===== src/rtl/le_config_loader_pkg.sv =====
// Shared constants and types for the logic-element configuration loader:
// word layout of one LE configuration, the frame sync header and FSM states.
package le_cfg_pkg;

  localparam int CFG_W = 32;

  localparam int LUT_LSB    = 0;
  localparam int LUT_W      = 16;
  localparam int INS_LSB    = 16;
  localparam int INS_W      = 8;
  localparam int N_CONF_LSB = 24;
  localparam int E_CONF_LSB = 26;
  localparam int W_CONF_LSB = 28;
  localparam int S_CONF_LSB = 30;
  localparam int CONF_W     = 2;

  localparam int             HDR_W    = 8;
  localparam logic [7:0]     SYNC_HDR = 8'hA5;

  typedef enum logic [1:0] {
    IDLE    = 2'd0,
    HEADER  = 2'd1,
    PAYLOAD = 2'd2,
    COMMIT  = 2'd3
  } le_cfg_state_e;

  // Extract the LUT truth table from one LE configuration word.
  function automatic logic [LUT_W-1:0] le_lut(input logic [CFG_W-1:0] word);
    return word[LUT_LSB +: LUT_W];
  endfunction

endpackage


===== src/rtl/le_config_loader_if.sv =====
// Handshake and configuration bus between the genome source (master) and
// the configuration loader (slave). NUM_LE must match the loader instance.
interface le_cfg_if
  import le_cfg_pkg::*;
#(
  parameter int NUM_LE = 4
);
  logic                    start;
  logic                    abort;
  logic                    cfg_bit;
  logic                    cfg_valid;
  logic                    cfg_ready;
  logic [NUM_LE*CFG_W-1:0] cfg_active;
  logic                    busy;
  logic                    done;
  logic                    hdr_err;
  logic [7:0]              commit_cnt;

  modport master (
    output start, abort, cfg_bit, cfg_valid,
    input  cfg_ready, cfg_active, busy, done, hdr_err, commit_cnt
  );

  modport slave (
    input  start, abort, cfg_bit, cfg_valid,
    output cfg_ready, cfg_active, busy, done, hdr_err, commit_cnt
  );
endinterface


===== src/rtl/le_config_loader_shift_reg.sv =====
// Shadow register for the serial genome: shifts left with the new bit
// entering at bit 0, so the first bit received ends up in the MSB.
module le_cfg_shift_reg #(
  parameter int WIDTH = 32
) (
  input  logic             clk,
  input  logic             rst,
  input  logic             clr,
  input  logic             en,
  input  logic             din,
  output logic [WIDTH-1:0] q
);

  // Clear has priority so a fresh frame never inherits stale bits.
  always_ff @(posedge clk or posedge rst) begin
    if (rst)
      q <= '0;
    else if (clr)
      q <= '0;
    else if (en)
      q <= {q[WIDTH-2:0], din};
  end

endmodule


===== src/rtl/le_config_loader.sv =====
// Configuration loader: receives sync header + payload serially, assembles
// the genome in a shadow register and commits it to cfg_active in one cycle,
// so the LE array never sees a partially loaded configuration.
module le_config_loader
  import le_cfg_pkg::*;
#(
  parameter int NUM_LE = 4
) (
  input logic     clk,
  input logic     rst,
  le_cfg_if.slave bus
);

  localparam int PAY_W = NUM_LE * CFG_W;
  localparam int CNT_W = $clog2(PAY_W + 1);

  localparam logic [1:0] ST_IDLE    = IDLE;
  localparam logic [1:0] ST_HEADER  = HEADER;
  localparam logic [1:0] ST_PAYLOAD = PAYLOAD;
  localparam logic [1:0] ST_COMMIT  = COMMIT;

  logic [1:0]       state;
  logic [CNT_W-1:0] cnt;
  logic [HDR_W-1:0] hdr_q;
  logic [HDR_W-1:0] hdr_next;
  logic [PAY_W-1:0] shadow;
  logic [PAY_W-1:0] active_q;
  logic             done_q;
  logic             hdr_err_q;
  logic [7:0]       commit_q;
  logic             ready;
  logic             xfer;
  logic             hdr_last;
  logic             hdr_ok;
  logic             pay_last;
  logic             start_frame;
  logic             shadow_clr;
  logic             shadow_en;

  assign ready       = (state == ST_HEADER) || (state == ST_PAYLOAD);
  assign xfer        = bus.cfg_valid & ready;
  assign hdr_next    = {hdr_q[HDR_W-2:0], bus.cfg_bit};
  assign hdr_last    = (state == ST_HEADER) && xfer && (cnt == CNT_W'(HDR_W - 1));
  assign hdr_ok      = (hdr_next == SYNC_HDR);
  assign pay_last    = (state == ST_PAYLOAD) && xfer && (cnt == CNT_W'(PAY_W - 1));
  assign start_frame = (state == ST_IDLE) && bus.start && !bus.abort;
  assign shadow_clr  = start_frame || (bus.abort && (state != ST_IDLE));
  assign shadow_en   = (state == ST_PAYLOAD) && xfer && !bus.abort;

  assign bus.cfg_ready  = ready;
  assign bus.busy       = (state != ST_IDLE);
  assign bus.cfg_active = active_q;
  assign bus.done       = done_q;
  assign bus.hdr_err    = hdr_err_q;
  assign bus.commit_cnt = commit_q;

  le_cfg_shift_reg #(.WIDTH(PAY_W)) u_shadow (
    .clk (clk),
    .rst (rst),
    .clr (shadow_clr),
    .en  (shadow_en),
    .din (bus.cfg_bit),
    .q   (shadow)
  );

  // Frame sequencing; the shared bit counter restarts on every state entry.
  always_ff @(posedge clk or posedge rst) begin
    if (rst) begin
      state <= ST_IDLE;
      cnt   <= '0;
    end else begin
      case (state)
        ST_IDLE: begin
          if (start_frame) begin
            state <= ST_HEADER;
            cnt   <= '0;
          end
        end
        ST_HEADER: begin
          if (bus.abort) begin
            state <= ST_IDLE;
            cnt   <= '0;
          end else if (hdr_last) begin
            state <= hdr_ok ? ST_PAYLOAD : ST_IDLE;
            cnt   <= '0;
          end else if (xfer) begin
            cnt <= cnt + 1'b1;
          end
        end
        ST_PAYLOAD: begin
          if (bus.abort) begin
            state <= ST_IDLE;
            cnt   <= '0;
          end else if (pay_last) begin
            state <= ST_COMMIT;
            cnt   <= '0;
          end else if (xfer) begin
            cnt <= cnt + 1'b1;
          end
        end
        default: begin
          state <= ST_IDLE;
          cnt   <= '0;
        end
      endcase
    end
  end

  // Header bits are collected separately from the payload shadow.
  always_ff @(posedge clk or posedge rst) begin
    if (rst)
      hdr_q <= '0;
    else if (start_frame)
      hdr_q <= '0;
    else if ((state == ST_HEADER) && xfer)
      hdr_q <= hdr_next;
  end

  // Atomic commit of the shadow; an abort during COMMIT suppresses it.
  always_ff @(posedge clk or posedge rst) begin
    if (rst) begin
      active_q <= '0;
      done_q   <= 1'b0;
      commit_q <= '0;
    end else begin
      done_q <= 1'b0;
      if ((state == ST_COMMIT) && !bus.abort) begin
        active_q <= shadow;
        done_q   <= 1'b1;
        commit_q <= commit_q + 8'd1;
      end
    end
  end

  // One-cycle header error pulse when the 8th header bit completes a bad sync.
  always_ff @(posedge clk or posedge rst) begin
    if (rst)
      hdr_err_q <= 1'b0;
    else
      hdr_err_q <= hdr_last && !hdr_ok && !bus.abort;
  end

endmodule


===== src/flat_wrapper.sv =====
// flat-port wrapper written by rule: the top's interface ports become plain ports
module le_config_loader_flat import le_cfg_pkg::*;
#(
  parameter int NUM_LE = 4
)
  (clk, rst, bus_start, bus_abort, bus_cfg_bit, bus_cfg_valid, bus_cfg_ready, bus_cfg_active, bus_busy, bus_done, bus_hdr_err, bus_commit_cnt);
  le_cfg_if #(.NUM_LE(NUM_LE)) bus_i ();
  input logic clk;
  input logic rst;
  input wire logic [$bits(bus_i.start)-1:0] bus_start;
  input wire logic [$bits(bus_i.abort)-1:0] bus_abort;
  input wire logic [$bits(bus_i.cfg_bit)-1:0] bus_cfg_bit;
  input wire logic [$bits(bus_i.cfg_valid)-1:0] bus_cfg_valid;
  output wire logic [$bits(bus_i.cfg_ready)-1:0] bus_cfg_ready;
  output wire logic [$bits(bus_i.cfg_active)-1:0] bus_cfg_active;
  output wire logic [$bits(bus_i.busy)-1:0] bus_busy;
  output wire logic [$bits(bus_i.done)-1:0] bus_done;
  output wire logic [$bits(bus_i.hdr_err)-1:0] bus_hdr_err;
  output wire logic [$bits(bus_i.commit_cnt)-1:0] bus_commit_cnt;
  assign bus_i.start = bus_start;
  assign bus_i.abort = bus_abort;
  assign bus_i.cfg_bit = bus_cfg_bit;
  assign bus_i.cfg_valid = bus_cfg_valid;
  assign bus_cfg_ready = bus_i.cfg_ready;
  assign bus_cfg_active = bus_i.cfg_active;
  assign bus_busy = bus_i.busy;
  assign bus_done = bus_i.done;
  assign bus_hdr_err = bus_i.hdr_err;
  assign bus_commit_cnt = bus_i.commit_cnt;
  le_config_loader #(.NUM_LE(NUM_LE)) u_core (.clk(clk), .rst(rst), .bus(bus_i));
endmodule

===== config.mk =====
export PLATFORM = sky130hd
export DESIGN_NAME = le_config_loader_flat
export DESIGN_NICKNAME = d
export VERILOG_FILES = /design/src/rtl/le_config_loader_pkg.sv /design/src/rtl/le_config_loader_if.sv /design/src/rtl/le_config_loader_shift_reg.sv /design/src/rtl/le_config_loader.sv /design/src/flat_wrapper.sv
export SDC_FILE = /design/constraint.sdc
export NUM_CORES = 1
export LEC_CHECK = 0
export ABC_AREA = 1
export BUFFER_PORTS_ARGS = -buffer_cell sky130_fd_sc_hd__buf_2
export CORE_MARGIN = 2
export CORE_UTILIZATION = 50
export DETAILED_ROUTE_END_ITERATION = 16
export PLACE_DENSITY_LB_ADDON = 0.1
export SYNTH_ARGS = -nofsm -noshare
export SYNTH_HDL_FRONTEND = slang
export SYNTH_SLANG_ARGS = --single-unit

===== constraint.sdc =====
create_clock -name clk -period 10.3 [get_ports clk]
set_clock_uncertainty 0.2 [all_clocks]
set_input_delay 2.06 -clock clk [delete_from_list [all_inputs] [get_ports clk]]
set_output_delay 2.06 -clock clk [all_outputs]
set_load 0.02 [all_outputs]

**Word-level counts from Yosys, hierarchy flattened**

Index checks and enable logic that the tools add are counted.

- Equal/unequal tests: 9
- Mux-type cells: 19
- Reduce and logical (&&, ||, !) cells: 20
- Bitwise gates (word level): 1
- Add/subtract/negate cells: 2

Operator list:

| cell | count |
|---|---|
| $mux 128 | 2 |
| $mux 8 | 6 |
| $pmux 8 s3 | 1 |
| $add 8x1->8 const B | 2 |
| $mux 7 | 2 |
| $mux 2 | 6 |
| $logic_and 1x1->1 | 11 |
| $eq 8x3->1 const B | 1 |
| $eq 8x7->1 const B | 1 |
| $eq 8x8->1 const B | 1 |
| $ne 3x2->1 const B | 2 |
| $pmux 2 s3 | 1 |
| $reduce_bool 2->1 | 3 |
| $eq 2x2->1 const B | 2 |
| $reduce_and 3->1 | 1 |
| $eq 2x1->1 const B | 1 |
| $logic_not 1->1 | 2 |
| $logic_not 2->1 | 1 |
| $logic_or 1x1->1 | 2 |
| $ne 2x1->1 const B | 1 |
| $and 1x1->1 | 1 |
| $mux 1 | 1 |

- Logic and storage cells: 59
- Bits of input ports: 6
- Output and inout bits: 140
- Register bits: 283

**Logic depth before layout (Yosys ltp)**

Gate-level depths: netlist (run 1).

- Word-level depth: 8
- Gate-level depth with buffers: 10
- Gate-level depth less buffers: 10

**Hierarchy**

A second synthesis (run 1) with hierarchy kept.

- Cells, all modules: 1,278
- Area, all modules: 11,359.6 um2

Modules (own cells, without submodules):

| module | seq. area each (um2) | times used | area an instance (um2) | cells an instance |
|---|---|---|---|---|
| le_config_loader | 3,878.7 | 1 | 6,261.0 | 721 |
| le_cfg_shift_reg | 3,203.1 | 1 | 5,098.6 | 557 |

**Worst setup path after synthesis (run 1)**

Ideal clock, no wire load.

- Path kind: reg-to-output
- From: reg u_core.state[0]
- To: out bus_busy
- Required time: 8.040 ns
- Path slack: 7.089 ns
- Data arrival time: 0.951 ns
- Cell stages (with the launch flop): 4
- Cell sequence: dfrtp_1 -> inv_1 -> ha_1 -> inv_1

- Longest elaborated chain between the ends: 1

RTL lines:

| element | line | text |
|---|---|---|
| from (decl) | le_config_loader.sv:22 | `logic [1:0] state;` |
| from (signal assigned) | le_config_loader.sv:84 | `state <= hdr_ok ? ST_PAYLOAD : ST_IDLE;` |
| $reduce_bool 2->1 | le_config_loader.sv:51 | `assign bus.busy = (state != ST_IDLE);` |
| to (decl) | flat_wrapper.sv:16 | `output wire logic [$bits(bus_i.busy)-1:0] bus_busy;` |

Every way passes these cells.

**Worst setup path in the final report (run 1)**

Ends and elaborated chain as after synthesis.

==> flow_summary.toml, run 1 <==
[timing]
final_min_period_over_clock_period = 0.384
final_max_slew_viol_count = 0
tightest_slew_ns = 1.03
grt_setup_unrepaired = "no"
final.min_clock_period_ns = 3.95
setup_slack_ns = 6.35
setup_viol_count_final = 0
max_freq_ghz = 0.253
finalHoldViolCount = 0
aggregate_negative_setup_slack_ns = 0
slew_headroom = 0.310

[die]
dieArea_sq_mm = 0.0252
std_cell_rows = 56
area_of_the_placeable_core_sq_mm = 0.0235
pin_count = 146
starting_density_of_the_core = 0.510
floorplan.die.height_um = 159
die_width_um = 159

[run_status]
status = "finished clean"

[global_route]
first_global_vias = 8377
total_global_route_track_usage = 0.199
grt_max_degree = 168
grt_overflow_total = 0
number_of_antenna_violations_at_the_first_check_in_global_routing = 0
grt_pass1_wl_mm = 42.4

[synthesis]
yosys_warnings = 0
ys_seq_area_frac = 0.591
syn_inst = 1274
ys_ff_latch = 283
synth.distinct_cells = 32
synth.net_count = 1287
synth_area_sq_mm = 0.0120
post_synthesis_area_per_instance_sq_um = 9.40

[final_layout]
multiInputGateArea_sq_mm = 0.00423
sequential_cell_area_sq_mm = 0.00708
filler_cell_count = 2121
drive_gt1_frac = 0.240
fin_nets = 1403
antennaDiodeCount = 0
mostFrequentLayoutCells = "sky130_fd_sc_hd__nand2_1 (685), sky130_fd_sc_hd__dfrtp_1 (283), sky130_fd_sc_hd__buf_2 (145), sky130_fd_sc_hd__a21oi_2 (116), sky130_fd_sc_hd__clkbuf_16 (29)"
layout.cells.most_common = "sky130_fd_sc_hd__nand2_1"
area_growth_pct = 13.5

[cts]
postCtsSetupBuffers = 0
cts_inserted_buffers = 29
cts_hold_buf = 0
cts-root-to-sink-buffers = 3
h-tree-depth = 1
clkLatencyLatePin_ns = 0.53
total_number_of_clock_tree_sinks = 283
cts_tree = "built"
worst_path_clk_slew_ns = 0.06
cell_chosen_for_the_clock_root = "sky130_fd_sc_hd__clkbuf_16"
cts_resized = 0

[placement]
dp.final_hpwl_mm = 14.5
io_buffers = 145
placement.setup.worst_slack_ns = 5.89
routability_driven_placement_congestion_ratio = 0.819

[route]
route.final.wire_length_mm = 24.6
number_of_vias_after_detailed_routing = 8519
detailedRoute.firstIterationViolations = 697
routedWlPerCell_um = 14.2
wl_met1_mm = 12.1
drc = 0
ant_nets = 0
route.detailed.vias_per_inst = 4.93
dr.pass1.iters = 4
wl_met2_mm = 11.0
routed_wl_met3_mm = 1.13
topRoutingLayerUsed = "met4"

[hold_path]
holdCritPathClass = "flop to flop"

[setup_path]
timing.critical_path.from_type = "flop"
cp.required_ns = 8.04
setup_crit_end_kind = "output port"
cp.arrival_ns = 1.69
worst-setup-path-type = "flop to output port"
critPathMaxFanout = 5

[job]
max_cap_violations = 0

[pwr]
peakVddDrop_mv = 0.120
cellPowerDensity_mw_per_mm2 = 174
p_leak_nw = 6.96
## cells by family after synthesis
family | count (synthesis) | share of synthesized area
and+or+nand+nor | 732 | 0.237
buffers and inverters | 100 | 0.0554
xor gates and xnor gates | 8 | 0.00585
AOI/OAI and AO/OA | 144 | 0.103
DFF | 283 | 0.591
adders and majority gates | 7 | 0.00731
## worst max-delay path: stages (launching register included)
cell and delay [ns]:
sky130_fd_sc_hd__dfrtp_1 0.42, sky130_fd_sc_hd__inv_1 0.09, sky130_fd_sc_hd__ha_1 0.29, sky130_fd_sc_hd__inv_1 0.17
sky130_fd_sc_hd__buf_2 0.19
## flip-flops by register name, indices dropped and copies added (netlist names)
register,flops
u_core.bus.cfg_active,128
u_core.bus.commit_cnt,8
u_core.bus.done,1
u_core.bus.hdr_err,1
u_core.cnt,8
u_core.hdr_q,7
u_core.state,2
u_core.u_shadow.q,128
## power breakdown
part | switching, mW | internal, mW | total, mW | leakage, nW
clock network | 0.411 | 0.614 | 1.02 | 0.461
registers | 0.00667 | 1.12 | 1.13 | 3.95
logic | 0.170 | 0.0362 | 0.206 | 2.55
total | 0.587 | 1.77 | 2.36 | 6.96
## routing by layer
metal | track usage | up-vias
met5 | 0 | -
met4 | 0.0396 | 0
met3 | 0.0361 | 31
met2 | 0.308 | 149
met1 | 0.296 | 4143
li1 | - | 4196
## per-stage QoR
stage,hold slack (ns),total power [mW],std cells,cell area [sq um],util
after floorplan,0.249,1.38,1274,12000,-
after global placement,0.249,1.36,1678,12700,0.539
after detailed placement,0.253,1.36,1678,12700,0.539
after CTS,0.268,2.39,1728,13600,0.579
after global routing,0.289,2.46,1728,13600,0.579
final,0.262,2.36,1728,13600,0.579
## Yosys cell counts, drive strengths merged
| library cell | number | area share |
|---|---|---|
| inv | 30 | 0.0096 |
| nand2 | 686 | 0.22 |
| or2 | 1 | 0.00052 |
| xor2 | 4 | 0.0029 |
| dfrtp | 283 | 0.59 |
| o22ai | 6 | 0.0031 |
| nor2 | 26 | 0.011 |
| nand3b | 1 | 0.00063 |
| o21ai | 5 | 0.0030 |
| nand4 | 5 | 0.0026 |
| clkbuf | 6 | 0.0019 |
| nor3 | 1 | 0.00042 |
| nand3 | 12 | 0.0065 |
| a211oi | 1 | 0.00063 |
| a21oi | 132 | 0.096 |
| xnor2 | 4 | 0.0029 |
| ha | 7 | 0.0073 |
| buf | 64 | 0.044 |
## path summary, 6_finish.rpt
path | startpoint | endpoint | slack, ns | depth (start not counted)
worst max register to register | u_core.state[0] | u_core.u_shadow.q[126] | 7.38 | 7
worst min register to register | u_core.bus.cfg_active[105] | u_core.bus.cfg_active[105] | 0.26 | 2
worst min-delay path | u_core.bus.cfg_active[105] | u_core.bus.cfg_active[105] | 0.26 | 2
worst max-delay path | u_core.state[0] | bus_busy | 6.35 | 4
max in group asynchronous | rst | u_core.cnt[2] | 6.98 | 3
min in group asynchronous | rst | u_core.bus.cfg_active[127] | 1.46 | 2
## layout make-up
| type | count | area share |
|---|---|---|
| Clock buffer | 44 | 0.0627 |
| Tap cell | 319 | 0.0294 |
| Clock inverter | 6 | 0.00589 |
| Timing Repair Buffer | 155 | 0.0599 |
| Sequential cell | 283 | 0.521 |
| Inverter | 30 | 0.00939 |
| Multi-Input combinational cell | 891 | 0.312 |
No activity file was read; power rests on OpenSTA's default activity.
==> inputs of run 2 (changes only) <==
==> constraint.sdc (replaced) <==
create_clock -name clk -period 3.99 [get_ports clk]
set_clock_uncertainty 0.2 [all_clocks]
set_input_delay 0.798 -clock clk [delete_from_list [all_inputs] [get_ports clk]]
set_output_delay 0.798 -clock clk [all_outputs]
set_load 0.02 [all_outputs]
==> run 2 against run 1 <==
Clock power increased to 2.5 times the previous value. Via count barely moved. Cell area is 0.66% higher. Critical path type unchanged. Highest routed layer unchanged.
==> flow_summary.toml, run 2 (same netlist as run 1, synthesis figures left out) <==
[job]
max_cap_violations = 0

[route]
ant_nets = 0
drc = 0
route.final.wire_length_mm = 24.5
dr.pass1.iters = 5
detailedRoute.firstIterationViolations = 648
routedWlPerCell_um = 14.2
number_of_vias_after_detailed_routing = 8512
route.detailed.vias_per_inst = 4.91

[pwr]
power.total_mw = 6.04
internal_power_mw = 4.50
combinationalPowerShare = 0.089
seqPwrFrac = 0.482
switching_power_mw = 1.53
power_frac_clock = 0.429
p_leak_nw = 6.99
peakVddDrop_mv = 0.397
cellPowerDensity_mw_per_mm2 = 441
netSwitchingFraction = 0.254

[setup_path]
timing.rr.end = "u_core.u_shadow.q[4]"
max_stage_delay_ns = 0.42
crit-reg2reg-launch = "u_core.state[0]"
setup_crit_end_kind = "output port"
worst-r2r-setup-slack_ns = 1.65
critPathMaxFanout = 5
cp_top_delay_family = "buffers and inverters"
critPathBufInv = 3
timing.critical_path.to = "bus_busy"
crit_cells = 4
worst-setup-path-type = "flop to output port"
cp.arrival_ns = 1.67
crit_path_top_delay_cell = "sky130_fd_sc_hd__dfrtp_1"
timing.critical_path.cells = "inv_1 > ha_1 > inv_1 > buf_2"
reg2reg_depth = 8
timing.critical_path.from_type = "flop"
cp.required_ns = 2.99
crit_start = "u_core.state[1]"
cp_common_cell = "sky130_fd_sc_hd__inv_1"

[timing]
final_max_slew_viol_count = 0
finalHoldViolCount = 0
tightest_slew_ns = 0.949
final.hold.worst_slack_ns = 0.178
final.min_clock_period_ns = 2.67
grt_setup_unrepaired = "no"
slew_headroom = 0.368
max_freq_ghz = 0.374
setup_slack_ns = 1.32
setup_viol_count_final = 0
final_min_period_over_clock_period = 0.669

[placement]
placement.cell_area_sq_mm = 0.0128
dp.final_hpwl_mm = 14.3
placement.setup.worst_slack_ns = 1.40
io_buffers = 145
routability_driven_placement_congestion_ratio = 0.796

[cts]
cts_tree = "built"
clkLatencyLatePin_ns = 0.55
worst_path_clk_slew_ns = 0.06
cts_inserted_buffers = 29
h-tree-depth = 1
cts-root-to-sink-buffers = 3
cts_hold_buf = 0
total_number_of_clock_tree_sinks = 283
cts_resized = 0
postCtsSetupBuffers = 0
cell_chosen_for_the_clock_root = "sky130_fd_sc_hd__clkbuf_16"

[final_layout]
drive_gt1_frac = 0.241
fin_nets = 1405
filler_cell_count = 2109
layout.cells.most_common = "sky130_fd_sc_hd__nand2_1"
mostFrequentLayoutCells = "sky130_fd_sc_hd__nand2_1 (685), sky130_fd_sc_hd__dfrtp_1 (283), sky130_fd_sc_hd__buf_2 (145), sky130_fd_sc_hd__a21oi_2 (116), sky130_fd_sc_hd__clkbuf_16 (29)"
postLayoutCellArea_sq_mm = 0.0137
area_growth_pct = 14.2
antennaDiodeCount = 0

[die]
floorplan.die.height_um = 159
dieArea_sq_mm = 0.0252
pin_count = 146
std_cell_rows = 56
starting_density_of_the_core = 0.510
area_of_the_placeable_core_sq_mm = 0.0235
die_width_um = 159

[global_route]
first_global_vias = 8415
grt_max_degree = 135
grt_overflow_total = 0
number_of_antenna_violations_at_the_first_check_in_global_routing = 0
total_global_route_track_usage = 0.197
grt_pass1_wl_mm = 42.0

[hold_path]
holdCritPathClass = "input port to asynchronous set/reset pin"

[run_status]
status = "finished clean"
[run 2: how the worst min path moves through the flow]
stage                          startpoint                    endpoint  slack [ns]  cells after the start
2_1_floorplan      u_core.u_shadow.q[127]  u_core.bus.cfg_active[127]        0.25                      2
5_1_grt                               rst   u_core.bus.cfg_active[98]        0.21                      2
3_3_place_gp   u_core.bus.cfg_active[117]  u_core.bus.cfg_active[117]        0.25                      2
6_report                              rst   u_core.bus.cfg_active[98]        0.18                      2
4_1_cts                               rst  u_core.bus.cfg_active[121]        0.19                      2
3_5_place_dp   u_core.bus.cfg_active[125]  u_core.bus.cfg_active[125]        0.25                      2
[run 2: layer usage]
metal	GRT usage	part of all wire	vias to the layer above
met5	0	0	-
met2	0.320	0.46	171
met4	0.0425	0.014	0
li1	-	-	4212
met3	0.0347	0.050	29
met1	0.280	0.48	4100
[run 2: power by group through the flow]
stage / Sequential, mW / Clock, mW / Combinational (mW)
floorplan: 2.96 / 0 / 0.599
global placement: 2.96 / 0 / 0.549
detailed placement: 2.96 / 0 / 0.551
CTS: 2.91 / 2.66 / 0.550
global route: 2.91 / 2.80 / 0.594
finish: 2.91 / 2.59 / 0.536
[run 2: per-stage QoR]
stage,instances,util,TNS (ns)
final,1732,0.583,0
after global routing,1732,0.583,0
after CTS,1732,0.583,0
after detailed placement,1680,0.544,0
after global placement,1680,0.544,0
after floorplan,1274,-,-214.31
[run 2: area by class of cell]
| type | instances | area, sq um | share of cell area |
|---|---|---|---|
| inverters | 30 | 124 | 0.00906 |
| flip-flops and latches | 283 | 7080 | 0.518 |
| multi-input cells | 891 | 4230 | 0.310 |
| clock inverters | 8 | 68.8 | 0.00503 |
| repair buffers | 157 | 928 | 0.0679 |
| clock buffers | 44 | 842 | 0.0616 |
| well taps | 319 | 399 | 0.0292 |
[run 2: worst register-to-register path, cell delays in order (launching register included)]
cell and delay, ns:
sky130_fd_sc_hd__dfrtp_1 0.41, sky130_fd_sc_hd__inv_1 0.08, sky130_fd_sc_hd__ha_1 0.21, sky130_fd_sc_hd__nand2_1 0.14
sky130_fd_sc_hd__nor2_4 0.07, sky130_fd_sc_hd__inv_4 0.54, sky130_fd_sc_hd__buf_4 0.39, sky130_fd_sc_hd__nand2_1 0.10
sky130_fd_sc_hd__a21oi_2 0.12
